$ cat config.mk
export PLATFORM = sky130hd
export DESIGN_NAME = oflow_conflict_resolve_flat
export DESIGN_NICKNAME = d
export VERILOG_FILES = /design/src/rtl/oflow_cr_if.sv /design/src/rtl/oflow_conflict_resolve.sv /design/src/flat_wrapper.sv
export SDC_FILE = /design/constraint.sdc
export NUM_CORES = 1
export LEC_CHECK = 0
export CAP_MARGIN = 10
export CORE_ASPECT_RATIO = 0.7
export CORE_MARGIN = 4
export CORE_UTILIZATION = 30
export CTS_CLUSTER_SIZE = 20
export DETAILED_ROUTE_END_ITERATION = 8
export DONT_BUFFER_PORTS = 1
export PLACE_DENSITY_LB_ADDON = 0.08
export SYNTH_ARGS = -nofsm -noshare
export SYNTH_HDL_FRONTEND = slang
export SYNTH_SLANG_ARGS = --single-unit
$ cat constraint.sdc
create_clock -name clk -period 4.8 [get_ports clk]
set_clock_uncertainty 0.05 [all_clocks]
set_input_delay 0.48 -clock clk [delete_from_list [all_inputs] [get_ports clk]]
set_output_delay 0.48 -clock clk [all_outputs]
set_load 0.02 [all_outputs]
$ cat src/rtl/oflow_cr_if.sv
// Conflict-resolver bundle: core_fsm control plus the PE score-board port.
//   master : core/PE side, drives start_cr, num_of_rows, score/id read data
//   slave  : oflow_conflict_resolve, drives row select, write strobe, done, count
interface oflow_cr_if #(
  parameter int ROW_LEN   = 3,
  parameter int SCORE_LEN = 16,
  parameter int ID_LEN    = 12
);
  logic                 start_cr;
  logic [ROW_LEN:0]     num_of_rows;
  logic [SCORE_LEN-1:0] score_to_cr_from_pe;
  logic [ID_LEN-1:0]    id_to_cr_from_pe;
  logic [ROW_LEN-1:0]   row_sel_to_pe_from_cr;
  logic                 write_to_pointer_to_pe;
  logic                 data_to_score_board_to_pe;
  logic [ROW_LEN-1:0]   row_to_change_to_pe;
  logic                 done_cr;
  logic [ROW_LEN:0]     conflict_cnt;

  modport master (
    output start_cr, num_of_rows, score_to_cr_from_pe, id_to_cr_from_pe,
    input  row_sel_to_pe_from_cr, write_to_pointer_to_pe, data_to_score_board_to_pe,
           row_to_change_to_pe, done_cr, conflict_cnt
  );

  modport slave (
    input  start_cr, num_of_rows, score_to_cr_from_pe, id_to_cr_from_pe,
    output row_sel_to_pe_from_cr, write_to_pointer_to_pe, data_to_score_board_to_pe,
           row_to_change_to_pe, done_cr, conflict_cnt
  );
endinterface

$ cat src/rtl/oflow_conflict_resolve.sv
// Resolves ID conflicts among the score-board rows of one PE.
// A pass reads N rows (score, id) through row select, then walks every pair
// (i<j); rows sharing a valid ID conflict, the lower score loses (tie: j loses),
// and each loser is reported with a one-cycle write strobe to the PE.
// Ports:
//   clk     : rising-edge clock
//   reset_N : synchronous reset, active high
//   cr      : oflow_cr_if.slave (start/num_of_rows in, score/id in,
//             row select, write strobe/data/row, done pulse, conflict count out)
module oflow_conflict_resolve #(
  parameter int ROWS      = 8,
  parameter int ROW_LEN   = 3,
  parameter int SCORE_LEN = 16,
  parameter int ID_LEN    = 12
) (
  input  logic        clk,
  input  logic        reset_N,
  oflow_cr_if.slave   cr
);
  typedef enum logic [1:0] {IDLE, LOAD, COMPARE, DONE} state_t;

  localparam logic [ROW_LEN:0] ROWS_W = (ROW_LEN+1)'(ROWS);
  localparam logic [ROW_LEN:0] ONE    = (ROW_LEN+1)'(1);
  localparam logic [ROW_LEN:0] TWO    = (ROW_LEN+1)'(2);

  state_t               state;
  logic [ROW_LEN:0]     n_rows;
  logic [ROW_LEN:0]     cnt;
  logic [ROW_LEN:0]     idx_i;
  logic [ROW_LEN:0]     idx_j;
  logic [ROWS-1:0]      loser;
  logic                 drain;
  logic [SCORE_LEN-1:0] score_q [ROWS];
  logic [ID_LEN-1:0]    id_q    [ROWS];

  logic [ROW_LEN:0]     n_start;
  logic [ROW_LEN:0]     cnt_nxt;
  logic [ROW_LEN:0]     cap_idx;
  logic [ROW_LEN-1:0]   ri;
  logic [ROW_LEN-1:0]   rj;
  logic [ROW_LEN-1:0]   loser_row;
  logic                 pair_hit;
  logic                 last_j;
  logic                 last_pair;

  always_comb begin
    n_start   = (cr.num_of_rows > ROWS_W) ? ROWS_W : cr.num_of_rows;
    cnt_nxt   = cnt + ONE;
    cap_idx   = cnt - ONE;
    ri        = idx_i[ROW_LEN-1:0];
    rj        = idx_j[ROW_LEN-1:0];
    pair_hit  = (id_q[ri] == id_q[rj]) && (id_q[ri] != '1) && !loser[ri] && !loser[rj];
    loser_row = (score_q[rj] <= score_q[ri]) ? rj : ri;
    last_j    = (idx_j == n_rows - ONE);
    last_pair = last_j && (idx_i == n_rows - TWO);
  end

  always_ff @(posedge clk) begin
    if (reset_N) begin
      state                        <= IDLE;
      n_rows                       <= '0;
      cnt                          <= '0;
      idx_i                        <= '0;
      idx_j                        <= '0;
      loser                        <= '0;
      drain                        <= 1'b0;
      cr.row_sel_to_pe_from_cr     <= '0;
      cr.write_to_pointer_to_pe    <= 1'b0;
      cr.data_to_score_board_to_pe <= 1'b0;
      cr.row_to_change_to_pe       <= '0;
      cr.done_cr                   <= 1'b0;
      cr.conflict_cnt              <= '0;
    end else begin
      cr.write_to_pointer_to_pe    <= 1'b0;
      cr.data_to_score_board_to_pe <= 1'b0;
      cr.row_to_change_to_pe       <= '0;
      cr.done_cr                   <= 1'b0;
      unique case (state)
        IDLE: begin
          if (cr.start_cr) begin
            n_rows                   <= n_start;
            loser                    <= '0;
            cr.conflict_cnt          <= '0;
            cnt                      <= '0;
            cr.row_sel_to_pe_from_cr <= '0;
            if (n_start == '0) begin
              state      <= DONE;
              cr.done_cr <= 1'b1;
            end else begin
              state <= LOAD;
            end
          end
        end
        LOAD: begin
          // PE data lags row select by one cycle, so cycle cnt holds row cnt-1.
          if (cnt != '0) begin
            score_q[cap_idx[ROW_LEN-1:0]] <= cr.score_to_cr_from_pe;
            id_q[cap_idx[ROW_LEN-1:0]]    <= cr.id_to_cr_from_pe;
          end
          if (cnt == n_rows) begin
            cnt                      <= '0;
            idx_i                    <= '0;
            idx_j                    <= ONE;
            cr.row_sel_to_pe_from_cr <= '0;
            if (n_rows == ONE) begin
              state      <= DONE;
              cr.done_cr <= 1'b1;
            end else begin
              state <= COMPARE;
            end
          end else begin
            cnt                      <= cnt_nxt;
            cr.row_sel_to_pe_from_cr <= (cnt_nxt < n_rows) ? cnt_nxt[ROW_LEN-1:0] : '0;
          end
        end
        COMPARE: begin
          // A conflict on the final pair strobes one cycle later, so stay one
          // extra cycle to keep done_cr strictly after that strobe.
          if (drain) begin
            drain      <= 1'b0;
            state      <= DONE;
            cr.done_cr <= 1'b1;
          end else begin
            if (pair_hit) begin
              loser[loser_row]             <= 1'b1;
              cr.conflict_cnt              <= cr.conflict_cnt + ONE;
              cr.write_to_pointer_to_pe    <= 1'b1;
              cr.data_to_score_board_to_pe <= 1'b1;
              cr.row_to_change_to_pe       <= loser_row;
            end
            if (last_pair) begin
              if (pair_hit) begin
                drain <= 1'b1;
              end else begin
                state      <= DONE;
                cr.done_cr <= 1'b1;
              end
            end else if (last_j) begin
              idx_i <= idx_i + ONE;
              idx_j <= idx_i + TWO;
            end else begin
              idx_j <= idx_j + ONE;
            end
          end
        end
        DONE: begin
          state <= IDLE;
        end
        default: state <= IDLE;
      endcase
    end
  end
endmodule

$ cat src/flat_wrapper.sv
// flat-port wrapper written by rule: the top's interface ports become plain ports
module oflow_conflict_resolve_flat 
#(
  parameter int ROWS      = 8,
  parameter int ROW_LEN   = 3,
  parameter int SCORE_LEN = 16,
  parameter int ID_LEN    = 12
)
  (clk, reset_N, cr_start_cr, cr_num_of_rows, cr_score_to_cr_from_pe, cr_id_to_cr_from_pe, cr_row_sel_to_pe_from_cr, cr_write_to_pointer_to_pe, cr_data_to_score_board_to_pe, cr_row_to_change_to_pe, cr_done_cr, cr_conflict_cnt);
  oflow_cr_if #(.ROW_LEN(ROW_LEN), .SCORE_LEN(SCORE_LEN), .ID_LEN(ID_LEN)) cr_i ();
  input  logic clk;
  input  logic reset_N;
  input wire logic [$bits(cr_i.start_cr)-1:0] cr_start_cr;
  input wire logic [$bits(cr_i.num_of_rows)-1:0] cr_num_of_rows;
  input wire logic [$bits(cr_i.score_to_cr_from_pe)-1:0] cr_score_to_cr_from_pe;
  input wire logic [$bits(cr_i.id_to_cr_from_pe)-1:0] cr_id_to_cr_from_pe;
  output wire logic [$bits(cr_i.row_sel_to_pe_from_cr)-1:0] cr_row_sel_to_pe_from_cr;
  output wire logic [$bits(cr_i.write_to_pointer_to_pe)-1:0] cr_write_to_pointer_to_pe;
  output wire logic [$bits(cr_i.data_to_score_board_to_pe)-1:0] cr_data_to_score_board_to_pe;
  output wire logic [$bits(cr_i.row_to_change_to_pe)-1:0] cr_row_to_change_to_pe;
  output wire logic [$bits(cr_i.done_cr)-1:0] cr_done_cr;
  output wire logic [$bits(cr_i.conflict_cnt)-1:0] cr_conflict_cnt;
  assign cr_i.start_cr = cr_start_cr;
  assign cr_i.num_of_rows = cr_num_of_rows;
  assign cr_i.score_to_cr_from_pe = cr_score_to_cr_from_pe;
  assign cr_i.id_to_cr_from_pe = cr_id_to_cr_from_pe;
  assign cr_row_sel_to_pe_from_cr = cr_i.row_sel_to_pe_from_cr;
  assign cr_write_to_pointer_to_pe = cr_i.write_to_pointer_to_pe;
  assign cr_data_to_score_board_to_pe = cr_i.data_to_score_board_to_pe;
  assign cr_row_to_change_to_pe = cr_i.row_to_change_to_pe;
  assign cr_done_cr = cr_i.done_cr;
  assign cr_conflict_cnt = cr_i.conflict_cnt;
  oflow_conflict_resolve #(.ROWS(ROWS), .ROW_LEN(ROW_LEN), .SCORE_LEN(SCORE_LEN), .ID_LEN(ID_LEN)) u_core (.clk(clk), .reset_N(reset_N), .cr(cr_i));
endmodule
==> results of run 1 <==
-- per-layer routing --
layer | GRT usage (%) | vias up | share of wire [%]
li1 | - | 3328 | -
met1 | 19.9 | 3922 | 46
met2 | 24.1 | 152 | 48
met3 | 2.76 | 45 | 4.4
met4 | 2.72 | 4 | 1.9
met5 | 0 | - | 0.055
-- registers in the layout, summed over array words and instances (netlist names), named ones only --
| name | flops |
|---|---|
| u_core.cr.row_sel_to_pe_from_cr | 3 |
| u_core.idx_i | 4 |
| u_core.loser | 8 |
| u_core.drain | 1 |
| u_core.cr.conflict_cnt | 4 |
| u_core.id_q | 96 |
| u_core.state | 2 |
| u_core.score_q | 128 |
| u_core.cr.row_to_change_to_pe | 3 |
| u_core.cnt | 4 |
| u_core.cr.write_to_pointer_to_pe | 1 |
| u_core.n_rows | 4 |
| u_core.cr.done_cr | 1 |
| u_core.idx_j | 4 |
-- area by class of cell --
cell class | count | area share, %
Clock buffer | 29 | 4.77
Clock inverter | 23 | 1.37
Inverter | 13 | 0.321
Multi-Input combinational cell | 469 | 34.8
Sequential cell | 269 | 50.2
Tap cell | 585 | 4.81
Timing Repair Buffer | 56 | 3.68
-- kinds of logic (layout without fill, tap and decap cells) --
logic type,after synthesis,after routing
XOR/XNOR,31,31
buffers and inverters,60,121
AND/OR/NAND/NOR,142,142
flip-flops,269,269
adder cells (fa/ha/maj),34,34
multiplexers,176,176
AO/OA/AOI/OAI,86,86
-- path summary, 6_finish.rpt --
| check | startpoint | end | slack [ps] | cells after the start |
|---|---|---|---|---|
| worst min register to register | u_core.drain$_SDFFE_PP0P_ | u_core.drain$_SDFFE_PP0P_ | 460 | 2 |
| worst min-delay path | reset_N | flip-flop | 50 | 1 |
| worst max-delay path | flip-flop | u_core.loser[6]$_SDFFE_PP0P_ | 620 | 13 |
| worst max register to register | flip-flop | u_core.loser[6]$_SDFFE_PP0P_ | 620 | 13 |
-- power by group through the flow --
stage | clock, W | sequential (W) | combinational [W]
6_report | 0.00221 | 0.00261 | 0.000896
5_1_grt | 0.00238 | 0.00262 | 0.000987
4_1_cts | 0.00228 | 0.00261 | 0.000905
3_5_place_dp | 0 | 0.00267 | 0.000853
3_3_place_gp | 0 | 0.00266 | 0.000848
2_1_floorplan | 0 | 0.00262 | 0.000697
-- synth_stat cells (4+ instances only) --
cell | instances | share of area (%)
nand2_1 | 27 | 0.77
mux2_2 | 19 | 1.6
buf_4 | 4 | 0.23
edfxtp_1 | 224 | 51
a22oi_1 | 4 | 0.23
xor2_1 | 13 | 0.87
nor2_1 | 37 | 1.1
nor2b_1 | 6 | 0.29
nor3b_1 | 4 | 0.23
and2_1 | 5 | 0.24
o21ai_0 | 16 | 0.61
mux2i_1 | 43 | 3.3
buf_2 | 10 | 0.38
ha_1 | 34 | 3.2
clkbuf_1 | 20 | 0.57
a21o_1 | 4 | 0.23
o21a_1 | 4 | 0.23
a21oi_1 | 27 | 1.0
nand3_1 | 11 | 0.42
nand4_1 | 7 | 0.33
or3_1 | 5 | 0.24
mux4_2 | 112 | 19
a22o_1 | 8 | 0.53
inv_1 | 13 | 0.37
nand2b_1 | 9 | 0.43
dfxtp_1 | 45 | 6.8
xnor2_1 | 16 | 1.1
buf_1 | 9 | 0.26
nor3_1 | 10 | 0.38
nor4_1 | 5 | 0.24
-- what timing repair did --
action	4_1_cts	5_1_grt
hold buffers	31	0
resized for setup	0	0
hold endpoints to repair	250	0
-- cells in the final DEF, fill, tap and decap left out, types with 5 or more instances in the layout --
master,count
mux2i_1,43
xnor2_1,16
nand3_1,11
nand2_1,27
buf_4,20
clkbuf_16,29
or3_1,5
nor2b_1,6
edfxtp_1,224
nor3_1,6
nand4_1,7
mux4_2,112
xor2_1,13
clkinv_1,5
dfxtp_1,39
o21ai_0,16
clkinv_2,7
ha_1,34
nor4_1,5
nand2b_1,9
buf_12,5
mux2_2,19
dlygate4sd3_1,31
nor2_1,33
nor3_2,6
a21oi_1,27
a22o_1,8
and2_1,5
inv_1,13
-- stage by stage --
| stage | setup slack, ps | total power [W] | instances | utilization (%) | hold slack, ps |
|---|---|---|---|---|---|
| global placement | 671 | 0.00351 | 1361 | 32.6 | 440 |
| global route | 399 | 0.00598 | 1444 | 35.5 | 23.6 |
| finish | 622 | 0.00572 | 1444 | 35.5 | 49.0 |
| detailed placement | 631 | 0.00352 | 1361 | 32.6 | 449 |
| floorplan | 303 | 0.00331 | 798 | - | 411 |
| CTS | 611 | 0.00580 | 1444 | 35.5 | 11.3 |
==> key figures, run 1 <==
STA
  • Setup violations, final: 0
  • Fmax: 0.239 GHz
  • Least-Margin Pin Slew: 967 ps
  • Worst slew margin: 35.3%
  • Final Hold Fails: 0
  • Unrepaired setup endpoints after global routing: no
  • Minimum clock period: 4180 ps
  • Final Slew Violations: 0
  • Period utilisation layout: 87.0%
  • Setup TNS: 0 ps

Global routing
  • First-pass GRT wire length: 51300 um
  • Largest net degree at the start of global routing: 44
  • Global router's overall resource usage: 14.4%
  • GRT overflow: 0
  • Initial antenna violation count: 3
  • Vias in the first global route: 7937

Critical path
  • CP arrival: 4570 ps
  • Critical path type: flip-flop to flip-flop
  • Crit path cell chain: buf_12 -> mux4_2 -> mux2_2 -> ha_1 -> a21o_1 -> a21o_1 -> a21oi_1 -> o21ai_0 -> o21ai_1 -> buf_4 -> mux2_2 -> nor3b_2 -> a22o_1
  • Crit path buffers/inverters: 2
  • Worst Path Required: 5190 ps
  • CP Launch Type: flip-flop
  • CP delay by family, top: multiplexers
  • Crit-path max FO: 43
  • Slowest cell delay on critical path: 560 ps
  • CP max-delay cell: mux4_2
  • CP endpoint kind: flip-flop

Yosys
  • Post-synth ARST share: 0%
  • Sequential-to-total area share from yosys stat: 58.0%
  • Synth Net Count: 867
  • Post-synthesis register bit count: 269
  • Mapped Cells: 798
  • Fraction of the mapped netlist area in compound gates: 4.23%
  • Post-Synth Adder-Cell Area: 3.23%
  • YS warnings: 0
  • Synth Area in XOR/XNOR: 2.27%
  • Number of synthesized flops with an enable pin: 224
  • Post-synthesis area per instance: 16.5 um^2
  • Post-synth cell types: 59
  • Dominant synthesized flop cell: edfxtp_1
  • Synthesized cell area: 13200 um^2
  • Mux cell area share after synthesis: 24.5%
  • Largest family of logic cells by synthesized area: multiplexers
  • Post-Synth Simple-Gate Area: 5.67%

Routing
  • Remaining DRCs: 0
  • Final WL: 34400 um
  • Via count: 7451
  • Vias/cell: 5.16
  • Antenna-violating nets left: 0
  • First-pass DRT Iterations: 5
  • Initial DRC Count: 414
  • Routed len/inst: 23.8 um

Layout
  • Fin nets: 907
  • N_diodes: 0
  • Design area: 15200 um^2
  • Area of the multi-input gates: 5300 um^2
  • Area delta synth->final: 15.6%
  • Filler instances: 3988
  • FF+latch area: 7640 um^2
  • Share of cells above drive strength 1: 26.0%

CTS
  • Clock Sinks: 269
  • CTS buffer count: 29
  • Worst-Skew Late Latency: 570 ps
  • Max clock buf depth: 3
  • H-tree levels: 1
  • CTS Root Buffer Type: clkbuf_16
  • Clock-pin slew on the worst setup and hold paths: 60 ps
  • Postcts setup bufs: 0
  • CTS tree: done

Power and ir drop
  • LEAKAGE: 4.69 nW
  • Reg power frac: 45.7%
  • Clock share of power: 38.6%
  • Sw Pwr: 0.00150 W
  • VDD IR max: 214 uV
  • Share of power burned in combinational logic: 15.7%
  • Sw frac: 26.3%
  • Cell area power density: 376 nW/um^2
  • Internal power: 0.00422 W

Run
  • Max-Cap Viols: 0

Placement
  • Final RePlAce weighted congestion: 0.729
  • Hpwl dp: 21700 um
  • IO buf count: 0
  • Placed Instance Area: 14000 um^2

Min path
  • Min-delay worst type: input port to flip-flop

Floorplan
  • Die W: 258 um
  • FP Rows: 63
  • DIE AREA: 47300 um^2
  • Initial Util: 30.7%
  • Core footprint: 42800 um^2
  • Die Y: 183 um
  • I/O Pins: 48

Run status
  • Outcome: complete, no violations
Power figures use the tool's default switching activity.
==> run 2: changes to the inputs <==
--- a/config.mk
+++ b/config.mk
@@ -5,9 +5,10 @@
 export SDC_FILE = /design/constraint.sdc
 export NUM_CORES = 1
 export LEC_CHECK = 0
+export ABC_AREA = 0
 export CAP_MARGIN = 10
 export CORE_ASPECT_RATIO = 0.7
-export CORE_MARGIN = 4
+export CORE_MARGIN = 1.5
 export CORE_UTILIZATION = 30
 export CTS_CLUSTER_SIZE = 20
 export DETAILED_ROUTE_END_ITERATION = 8
@@ -16,3 +17,4 @@
 export SYNTH_ARGS = -nofsm -noshare
 export SYNTH_HDL_FRONTEND = slang
 export SYNTH_SLANG_ARGS = --single-unit
+export TNS_END_PERCENT = 1
==> key figures, run 2 (synthesized netlist as in run 1, its figures left out) <==
Run status
  • Outcome: complete, no violations

Power and ir drop
  • VDD IR max: 306 uV (+43%)
  • Clock share of power: 39.1% (+0.5 points)
  • LEAKAGE: 4.68 nW (-0.37%)
  • Cell area power density: 378 nW/um^2 (+0.64%)
  • Sw Pwr: 0.00151 W (+0.71%)
  • Internal power: 0.00424 W (+0.52%)
  • Share of power burned in combinational logic: 15.0% (-0.7 points)
  • Sw frac: 26.3% (+0.036 points)
  • Reg power frac: 45.9% (+0.2 points)

Routing
  • Initial DRC Count: 550 (+33%)
  • First-pass DRT Iterations: 4 (-1)
  • Via count: 7420 (-0.42%)
  • WL met2: 16100 um (-2.6%)
  • Final WL: 33300 um (-3.1%)
  • Vias/cell: 5.14 (-0.35%)
  • DR top layer: met5
  • Remaining DRCs: 0 (unchanged)
  • Antenna-violating nets left: 0 (unchanged)
  • Routed met3 length: 1170 um (-23%)
  • WL met1: 15400 um (-1.5%)
  • Routed len/inst: 23.1 um (-3.0%)

Global routing
  • Vias in the first global route: 7998 (+0.77%)
  • Largest net degree at the start of global routing: 52 (+18%)
  • Global router's overall resource usage: 15.2% (+0.78 points)
  • GRT overflow: 0 (unchanged)
  • Initial antenna violation count: 1 (-2)
  • First-pass GRT wire length: 50800 um (-1.0%)

STA
  • Final Hold Fails: 0 (unchanged)
  • Min setup slack post-route: 451 ps (-171 ps)
  • Setup TNS: 0 ps (unchanged)
  • Minimum clock period: 4350 ps (+171 ps)
  • Setup violations, final: 0 (unchanged)
  • Worst slew margin: 32.0% (-3.3 points)
  • Fmax: 0.230 GHz (-3.9%)
  • Unrepaired setup endpoints after global routing: no
  • Final Slew Violations: 0 (unchanged)
  • Least-Margin Pin Slew: 1020 ps (+49.5 ps)
  • Period utilisation layout: 90.6% (+3.6 points)

Critical path
  • CP Launch Type: flip-flop
  • FF-to-FF path depth: 10 (-3)
  • Critical path type: flip-flop to flip-flop
  • CP endpoint kind: flip-flop
  • CP arrival: 4780 ps (+210 ps)
  • CP max-delay cell: dfxtp_4
  • Crit path cell chain: buf_12 -> mux4_1 -> mux2i_1 -> xor2_1 -> nor4_1 -> nand4b_1 -> nor3_2 -> nand2b_2 -> or4b_1 -> a31oi_1
  • Crit-path max FO: 25 (-42%)
  • Worst Path Required: 5230 ps (+40 ps)
  • Slowest cell delay on critical path: 710 ps (+150 ps)

CTS
  • Worst-Skew Late Latency: 580 ps (about the same)
  • CTS tree: done
  • CTS Root Buffer Type: clkbuf_16
  • Max clock buf depth: 3 (unchanged)
  • Postcts setup bufs: 0 (unchanged)
  • Clock Sinks: 269 (unchanged)
  • H-tree levels: 1 (unchanged)
  • CTS buffer count: 30 (+3.4%)
  • Clock-pin slew on the worst setup and hold paths: 60 ps (about the same)

Floorplan
  • FP Rows: 63 (unchanged)
  • Initial Util: 30.7% (unchanged)
  • DIE AREA: 45200 um^2 (-4.6%)
  • Core footprint: 42800 um^2 (unchanged)
  • I/O Pins: 48 (unchanged)
  • Die W: 253 um (-1.9%)
  • Die Y: 178 um (-2.7%)

Layout
  • Filler instances: 3994 (+0.15%)
  • Share of cells above drive strength 1: 25.9% (-0.086 points)
  • Area of the multi-input gates: 5300 um^2 (unchanged)
  • Commonest non-fill, non-tap cells in the layout: 224 x edfxtp_1, 112 x mux4_2, 43 x mux2i_1
  • Top reg by flops: u_core.score_q
  • Commonest non-fill, non-tap cell in the layout: edfxtp_1
  • Final core occ: 35.5% (about the same)
  • N_diodes: 0 (unchanged)
  • Fin nets: 904 (-0.33%)
  • FF+latch area: 7640 um^2 (unchanged)
  • Max FFs per register: 128 (unchanged)
  • Area delta synth->final: 15.5% (about the same)

Min path
  • Min-delay worst type: input port to flip-flop
  • Hold path cells: 2 (+1)

Placement
  • Hpwl dp: 20300 um (-6.5%)
  • Pre-CTS setup slack: 422 ps (-209 ps)
  • IO buf count: 0 (unchanged)
  • Final RePlAce weighted congestion: 0.772 (+5.8%)

Run
  • Max-Cap Viols: 0 (unchanged)
run 2: per-layer routing:
layer	vias up	global-route usage (%)
met5	-	0
met4	2	3.04
met3	43	2.60
met2	122	25.5
met1	3934	20.7
li1	3319	-
run 2: critical path, delay by kind of cell (launching register included):
family	cells	cell delay, ps
compound gates	1	170
xor+xnor	1	130
buf+inv	1	310
flops	1	710
mux	2	930
simple gates	5	1930
run 2: worst paths after layout:
path / from / to / slack, ps
max: flip-flop / u_core.cr.conflict_cnt[0]$_SDFFE_PP0P_ / 450
min: reset_N / u_core.state[0]$_SDFFE_PP0P_ / 40
max reg2reg: flip-flop / u_core.cr.conflict_cnt[0]$_SDFFE_PP0P_ / 450
min reg2reg: u_core.loser[2]$_SDFFE_PP0P_ / u_core.loser[2]$_SDFFE_PP0P_ / 450
run 2: power groups by stage:
stage               Clock [W]  Combinational [W]  Sequential [W]
floorplan                   0           0.000697         0.00262
global route          0.00240           0.000959         0.00265
finish                0.00225           0.000865         0.00264
detailed placement          0           0.000822         0.00269
CTS                   0.00232           0.000873         0.00264
global placement            0           0.000812         0.00269
run 2: what timing repair did:
action | CTS | global route
gates resized for setup | 0 | 0
endpoints found under the hold margin | 253 | 0
hold buffers | 30 | 0
run 2: layout make-up:
| type | count | share of cell area, % |
|---|---|---|
| multi-input combinational | 469 | 34.8 |
| clock inverter | 21 | 1.21 |
| sequential | 269 | 50.3 |
| timing repair buffer | 52 | 3.39 |
| tap | 585 | 4.81 |
| inverter | 13 | 0.321 |
| clock buffer | 34 | 5.17 |
run 2: per-stage QoR:
step / cell area (um^2) / hold WS (ps) / cells / power (W)
floorplan: 13200 / 411 / 798 / 0.00331
global placement: 13900 / 437 / 1358 / 0.00350
detailed placement: 13900 / 436 / 1358 / 0.00352
CTS: 15200 / 9.10 / 1443 / 0.00583
global route: 15200 / 18.1 / 1443 / 0.00601
finish: 15200 / 40.4 / 1443 / 0.00575
==> run 3: changes to the inputs <==
--- a/config.mk
+++ b/config.mk
@@ -14,6 +14,7 @@
 export DETAILED_ROUTE_END_ITERATION = 8
 export DONT_BUFFER_PORTS = 1
 export PLACE_DENSITY_LB_ADDON = 0.08
+export RECOVER_POWER = 50
 export SYNTH_ARGS = -nofsm -noshare
 export SYNTH_HDL_FRONTEND = slang
 export SYNTH_SLANG_ARGS = --single-unit
==> key figures, run 3 (synthesized netlist as in run 1, its figures left out) <==
Critical path
  • Worst Path Required: 5240 ps (about the same)
  • CP Launch Type: flip-flop
  • CP arrival: 4790 ps (about the same)
  • Crit-path max FO: 25 (unchanged)
  • CP endpoint kind: flip-flop
  • Critical path type: flip-flop to flip-flop

Layout
  • Share of cells above drive strength 1: 25.6% (-0.23 points)
  • Top reg by flops: u_core.score_q
  • Design area: 15200 um^2 (about the same)
  • Max FFs per register: 128 (unchanged)
  • N_diodes: 0 (unchanged)
  • Commonest non-fill, non-tap cell in the layout: edfxtp_1
  • Area delta synth->final: 15.4% (about the same)
  • Fin nets: 904 (unchanged)
  • Commonest non-fill, non-tap cells in the layout: 224 x edfxtp_1, 112 x mux4_2, 43 x mux2i_1

Routing
  • Final WL: 33400 um (+0.13%)
  • Routed met3 length: 1120 um (-4.4%)
  • Routed len/inst: 23.1 um (+0.13%)
  • WL met1: 15500 um (+0.17%)
  • WL met2: 16100 um (+0.45%)
  • First-pass DRT Iterations: 4 (unchanged)
  • DR top layer: met5
  • Antenna-violating nets left: 0 (unchanged)
  • Remaining DRCs: 0 (unchanged)
  • Vias/cell: 5.14 (about the same)
  • Initial DRC Count: 466 (-15%)
  • Via count: 7413 (-0.094%)

CTS
  • H-tree levels: 1 (unchanged)
  • Clock-pin slew on the worst setup and hold paths: 60 ps (about the same)
  • CTS Root Buffer Type: clkbuf_16
  • Worst-Skew Late Latency: 580 ps (about the same)
  • Clock Sinks: 269 (unchanged)
  • Max clock buf depth: 3 (unchanged)
  • CTS buffer count: 30 (unchanged)
  • CTS tree: done

Global routing
  • Largest net degree at the start of global routing: 52 (unchanged)
  • Initial antenna violation count: 1 (unchanged)
  • Global router's overall resource usage: 15.2% (unchanged)
  • GRT overflow: 0 (unchanged)
  • Vias in the first global route: 7998 (unchanged)
  • First-pass GRT wire length: 50800 um (unchanged)

STA
  • Setup violations, final: 0 (unchanged)
  • Period utilisation layout: 90.7% (about the same)
  • Fmax: 0.230 GHz (about the same)
  • Min setup slack post-route: 448 ps (-3.38 ps)
  • Final Slew Violations: 29 (+29)
  • Final Hold Fails: 0 (unchanged)
  • Least-Margin Pin Slew: 2560 ps (+1550 ps)
  • Setup TNS: 0 ps (unchanged)
  • Minimum clock period: 4350 ps (+3.38 ps)
  • Worst slew margin: -70.8% (-100 points)
  • Hold_ws: 40.3 ps (-0.0669 ps)
  • Unrepaired setup endpoints after global routing: no

Floorplan
  • I/O Pins: 48 (unchanged)
  • Initial Util: 30.7% (unchanged)
  • Die W: 253 um (unchanged)
  • Die Y: 178 um (unchanged)
  • DIE AREA: 45200 um^2 (unchanged)
  • Core footprint: 42800 um^2 (unchanged)
  • FP Rows: 63 (unchanged)

Placement
  • Placed Instance Area: 13900 um^2 (unchanged)
  • Final RePlAce weighted congestion: 0.772 (unchanged)
  • IO buf count: 0 (unchanged)
  • Pre-CTS setup slack: 422 ps (unchanged)
  • Hpwl dp: 20300 um (unchanged)

Min path
  • Min-delay worst type: input port to flip-flop

Run
  • Max-Cap Viols: 1 (+1)

Power and ir drop
  • VDD IR max: 307 uV (+0.24%)
  • LEAKAGE: 4.67 nW (about the same)
  • Cell area power density: 379 nW/um^2 (about the same)

Run status
  • Outcome: complete, but fails checks
  • Failing checks: max-capacitance violations, max-slew violations
[run 3: changes by cell type in the layout (fill, tap and decap cells not counted)]
cell      previous run  this run
nor2_4               4         3
clkbuf_1             2         3
nor2_1              33        34
buf_4               18        17
[run 3: final timing paths]
| path | startpoint | to | slack, ps | cells past startpoint |
|---|---|---|---|---|
| setup / recovery | flip-flop | u_core.cr.conflict_cnt[0]$_SDFFE_PP0P_ | 450 | 10 |
| hold / removal | reset_N | u_core.state[0]$_SDFFE_PP0P_ | 40 | 2 |
| setup reg to reg | flip-flop | u_core.cr.conflict_cnt[0]$_SDFFE_PP0P_ | 450 | 10 |
| hold reg to reg | u_core.loser[2]$_SDFFE_PP0P_ | u_core.loser[2]$_SDFFE_PP0P_ | 450 | 1 |
[run 3: metal layers]
layer  track usage [%]  vias up
li1                  -     3318
met1              20.7     3931
met2              25.5      119
met3              2.60       43
met4              3.04        2
met5                 0        -
[run 3: what timing repair did]
item | CTS | global route
setup buffers | 0 | 0
hold buffers | 30 | 0
hold endpoints to repair | 253 | 0
gates resized for setup | 0 | 0
[run 3: per-stage QoR]
stage	util [%]	cells	power, W
after floorplan	-	798	0.00331
after global placement	32.5	1358	0.00350
after detailed placement	32.5	1358	0.00352
after CTS	35.5	1443	0.00583
after global routing	35.5	1443	0.00601
final	35.5	1443	0.00575
[run 3: area by class of cell]
| type | instances | area, um^2 |
|---|---|---|
| clock buffers | 34 | 786 |
| clock inverters | 21 | 184 |
| fillers | 3998 | 27600 |
| inverters | 13 | 48.8 |
| multi-input cells | 469 | 5290 |
| flip-flops and latches | 269 | 7640 |
| well taps | 585 | 732 |
| repair buffers | 52 | 512 |
[run 3: report_power, final]
part / total, W / switching [W] / internal [W]
clock: 0.00225 / 0.000966 / 0.00128
combinational: 0.000865 / 0.000462 / 0.000403
sequential: 0.00264 / 0.0000871 / 0.00255
total: 0.00575 / 0.00152 / 0.00424
[run 3: critical path, stage by stage (launching register included)]
cell and delay, ps:
dfxtp_4 710, buf_12 310, mux4_1 580, mux2i_1 350, xor2_1 130, nor4_1 460, nand4b_1 170, nor3_2 470
nand2b_2 320, or4b_1 530, a31oi_1 170
